File: config.mk
export PLATFORM = sky130hd
export DESIGN_NAME = des_stream_buffer
export DESIGN_NICKNAME = d
export VERILOG_FILES = /design/src/rtl/des_stream_buffer.sv
export SDC_FILE = /design/constraint.sdc
export NUM_CORES = 2
export LEC_CHECK = 0
export ABC_CLOCK_PERIOD_IN_PS = 8700
export CORE_ASPECT_RATIO = 1.5
export CORE_MARGIN = 1.5
export CORE_UTILIZATION = 45
export CTS_CLUSTER_DIAMETER = 40
export DETAILED_ROUTE_END_ITERATION = 10
export PLACE_DENSITY_LB_ADDON = 0.25
export SLEW_MARGIN = 10
export SYNTH_ARGS = -nofsm -noshare
export SYNTH_HDL_FRONTEND = slang
export SYNTH_SLANG_ARGS = --single-unit
File: constraint.sdc
create_clock -name i_clk -period 8.7 [get_ports i_clk]
set_input_delay 1.305 -clock i_clk [delete_from_list [all_inputs] [get_ports i_clk]]
set_output_delay 1.305 -clock i_clk [all_outputs]
set_load 0.03 [all_outputs]
File: src/rtl/des_stream_buffer.sv
// Credit-gated stream buffer between a ready/valid source and a free-running
// DES pipeline. Results are captured into a first-word-fall-through FIFO
// drained by a ready/valid consumer. Stale pipeline output after reset is
// swallowed by a LATENCY-cycle flush window.
module des_stream_buffer #(
   parameter int DEPTH   = 32,
   parameter int LATENCY = 16
) (
   input  logic                         i_clk,
   input  logic                         i_rst,
   input  logic                         i_in_valid,
   output logic                         o_in_ready,
   input  logic [63:0]                  i_in_data,
   input  logic [63:0]                  i_in_key,
   input  logic                         i_in_encrypt,
   output logic [63:0]                  o_des_cleartext,
   output logic [63:0]                  o_des_key,
   output logic                         o_des_encrypt,
   output logic                         o_des_dv,
   input  logic [63:0]                  i_des_ciphertext,
   input  logic                         i_des_dv,
   output logic                         o_out_valid,
   input  logic                         i_out_ready,
   output logic [63:0]                  o_out_data,
   output logic [$clog2(DEPTH+1)-1:0]   o_count,
   output logic                         o_err
);

   localparam int CW = $clog2(DEPTH + 1);
   localparam int AW = $clog2(DEPTH);
   localparam int FW = $clog2(LATENCY + 1);

   logic [63:0]   mem [DEPTH];
   logic [AW-1:0] wr_ptr;
   logic [AW-1:0] rd_ptr;
   logic [CW-1:0] count;
   logic [CW-1:0] inflight;
   logic [FW-1:0] flush;
   logic          err;

   logic [CW:0]   credit_used;
   logic          flushing;
   logic          accept;
   logic          dv_live;
   logic          spurious;
   logic          pop;
   logic          wr_en;
   logic          drop;

   // Credit check, handshake and write/pop qualification from registered state
   always_comb begin
      flushing    = (flush != '0);
      credit_used = {1'b0, count} + {1'b0, inflight};
      o_in_ready  = !flushing && (credit_used < (CW+1)'(DEPTH));
      accept      = i_in_valid && o_in_ready;
      dv_live     = i_des_dv && !flushing;
      spurious    = dv_live && (inflight == '0);
      o_out_valid = (count != '0);
      pop         = o_out_valid && i_out_ready;
      wr_en       = dv_live && ((count < CW'(DEPTH)) || pop);
      drop        = dv_live && !wr_en;
   end

   // DES input passthrough and FIFO head presentation
   always_comb begin
      o_des_cleartext = i_in_data;
      o_des_key       = i_in_key;
      o_des_encrypt   = i_in_encrypt;
      o_des_dv        = accept;
      o_out_data      = mem[rd_ptr];
      o_count         = count;
      o_err           = err;
   end

   // Flush window, credits, pointers, occupancy and sticky error
   always_ff @(posedge i_clk) begin
      if (i_rst) begin
         flush    <= FW'(LATENCY);
         inflight <= '0;
         count    <= '0;
         wr_ptr   <= '0;
         rd_ptr   <= '0;
         err      <= 1'b0;
      end else begin
         if (flushing)
            flush <= flush - 1'b1;

         // a spurious valid never decrements, so accept alone may still count up
         case ({accept, dv_live && !spurious})
            2'b10:   inflight <= inflight + 1'b1;
            2'b01:   inflight <= inflight - 1'b1;
            default: inflight <= inflight;
         endcase

         case ({wr_en, pop})
            2'b10:   count <= count + 1'b1;
            2'b01:   count <= count - 1'b1;
            default: count <= count;
         endcase

         if (wr_en)
            wr_ptr <= wr_ptr + 1'b1;
         if (pop)
            rd_ptr <= rd_ptr + 1'b1;

         if (spurious || drop)
            err <= 1'b1;
      end
   end

   // Result storage; contents are only meaningful while counted
   always_ff @(posedge i_clk) begin
      if (wr_en)
         mem[wr_ptr] <= i_des_ciphertext;
   end

endmodule

==> run metrics <==
number of placed instances, taps included=6193; wire length of the first global-routing pass=301 mm; detailed-route DRC error count=0; EDFF count, synth=2048; TritonCTS clock tree=built; number of buffer cells added on primary ports=142; slowest stage cell, crit path=nor2b_4; relative slew slack=0.134; PostCTS Resize Cnt=0; non-filler cells, final=6547; global routing usage on met1=0.294; final antenna-violating net count=0; Synth Flop Type=edfxtp_1; aggregate negative setup slack=0 ps; number of hold violations in the final report=0; most numerous cell in the Yosys netlist=edfxtp_1; number of core rows=190; launching element type of the critical path=flip-flop; async set-or-reset flop fraction in the synthesized netlist=0; Post-Synthesis Net Count=4220; # clock sinks=2081; gate family responsible for the most delay along the worst path=simple AND/OR/NAND/NOR gates; area of the core region=178000 um2; RSZ-0062 raised after global routing=no; critical path capture point type=primary output; detailed-routing iteration count for the pre-antenna-repair pass=7; number of hold-repair buffers added at the cts stage=0; number of buffers and inverters on the critical path=2; via count of the first global-routing pass=40500; VDD IR max=0.179 mV; share of the yosys chip area belonging to registers=0.770; fraction of met2 tracks used by global routing=0.408; depth of the CTS H-tree=4; post-CTS setup repair buffer count=0; global routing met3 resource utilization=0.0360; clock tree root driver cell=clkbuf_16; starting density of the core=0.453; total power density per cell area=239 nW/um2; detailed placer's ending HPWL=115 mm; mean routed wirelength per cell=32.7 um; data arrival time of the worst path=5090 ps; total clock buffers created by CTS=193; area leader, netlist=edfxtp_1; setup-violating endpoint count in the final report=0; maximum fanout encountered on the critical timing path=46; residual overflow from global routing=0; Post-Route WL=214 mm; largest net degree at the start of global routing=129; combined area of all synthesized cells=80700 um2; class of the most critical hold timing path=reg2reg; Layout area overhead=11.9%; synthesis warning total=0; ranking of synthesized cells by area=edfxtp_1, mux4_2, mux2i_1, a22oi_1, buf_4; RePlAce Congestion=0.758; critical path required time=7390 ps; Static Leakage=26.7 nW; Fmax achieved=156 MHz; delay of the slowest critical-path stage=1100 ps; crit share post-route=0.735; total power after layout=21.6 mW; reported max-cap violation count=0; die outline height=522 um; commonest cells in the netlist=edfxtp_1, mux2i_1, a22oi_1; pin slew with the least headroom to its limit=1300 ps; share of post-route cells with drive strength above 1=0.167; fin nets=4306; clock latency on the worst-skew pair=830 ps; final clock skew=33.8 ps; count of different cell masters after synthesis=56; clock-pin slew reported for the worst setup and hold paths after clock tree synthesis=60 ps; number of buffers between clock root and the deepest sink=3; GRT Util Overall=0.235; run status=finished clean; worst setup path class=reg2out; Core Util, Final=0.507; shortest period the worst path allows=6390 ps; total number of vias=39900; number of pins with negative max-slew slack in the final report=0; Die Area=182000 um2; antenna violations before repair=15; initial drt markers=3889; number of register bits inferred by synthesis=2081; Avg Synthesized Cell Area=20.2 um2; top cell type's share of synthesized area=0.762; cells traversed along the worst timing path=and2b_2 -> buf_4 -> nor2b_4 -> a22oi_1 -> nand3_1 -> clkdlybuf4s50_1; post-synthesis instance total=3998; I/O pin cnt=401; detail-routed via count per cell=6.09; grt peak-use layer=met2; horizontal die dimension=349 um
==> cells by family after synthesis <==
| logic type | count (synthesis) | share of synthesized area |
|---|---|---|
| buffers and inverters | 361 | 0.0271 |
| adders and majority gates | 24 | 0.00391 |
| and+or+nand+nor | 341 | 0.0219 |
| xor gates and xnor gates | 14 | 0.00152 |
| DFF | 2081 | 0.770 |
| AOI/OAI and AO/OA | 428 | 0.0391 |
| muxes | 749 | 0.136 |
==> final cells by class <==
| class | instances | area [um2] |
|---|---|---|
| Multi-Input combinational cell | 1556 | 16700 |
| Fill cell | 14100 | 88000 |
| Tap cell | 2304 | 2880 |
| Clock inverter | 110 | 1170 |
| Clock buffer | 243 | 5060 |
| Sequential cell | 2081 | 62200 |
| Antenna cell | 1 | 2.50 |
| Timing Repair Buffer | 239 | 2330 |
| Inverter | 13 | 48.8 |
==> registers in the layout (all words and copies together) (netlist names), named ones only <==
name	count
o_count	6
o_err	1
mem	2048
inflight	6
wr_ptr	5
flush	5
rd_ptr	5
==> per-stage QoR <==
| stage | hold slack [ps] | worst slack, ps | instance area [um2] |
|---|---|---|---|
| finish | 485 | 2310 | 90300 |
| global route | 522 | 2070 | 90300 |
| CTS | 483 | 2190 | 90300 |
| detailed placement | 468 | 3110 | 84100 |
| global placement | 462 | 3060 | 84100 |
| floorplan | 461 | 3520 | 80700 |
==> worst register-to-register path: cells and delay by family, from the launching register on <==
family / cells / cell delay (ps)
DFF: 1 / 310
and+or+nand+nor: 3 / 2360
buffers and inverters: 3 / 850
adders and majority gates: 1 / 170
==> placed cells by master (no fill, tap or decap), types with 14 or more instances in the layout <==
cell / instances
a31oi_1: 28
clkinv_2: 22
nand4_1: 48
clkdlybuf4s50_1: 140
ha_1: 22
nor2_1: 28
edfxtp_1: 2048
a21oi_1: 18
nand3_1: 121
bufinv_16: 18
nand2_1: 36
a22oi_1: 313
clkbuf_16: 195
mux2i_1: 466
nor2_4: 34
dfxtp_1: 30
mux4_2: 280
o22ai_1: 14
a22o_1: 26
clkinv_1: 37
buf_12: 15
clkbuf_1: 48
buf_4: 82
==> worst paths after layout <==
check | start | to | slack, ps | cells after the start
max | flip-flop | o_out_data[54] | 2310 | 6
min | o_err | o_err | 490 | 2
max reg2reg | flush[0] | mem[11][15] | 4540 | 7
min reg2reg | o_err | o_err | 490 | 2
==> report_power, final <==
group	internal [mW]	leakage, nW	switching [mW]	total [mW]
Combinational	0.845	5.05	1.28	2.12
Sequential	11.1	18.7	0.0397	11.1
Clock	4.69	3.01	3.68	8.36
Total	16.6	26.7	5.00	21.6
==> metal layers <==
layer | part of all wire | vias up
li1 | - | 16600
met1 | 0.38 | 21400
met2 | 0.51 | 1405
met3 | 0.061 | 520
met4 | 0.043 | 12
met5 | 0.00036 | -
Note: power is estimated with default switching activity, not from simulation.
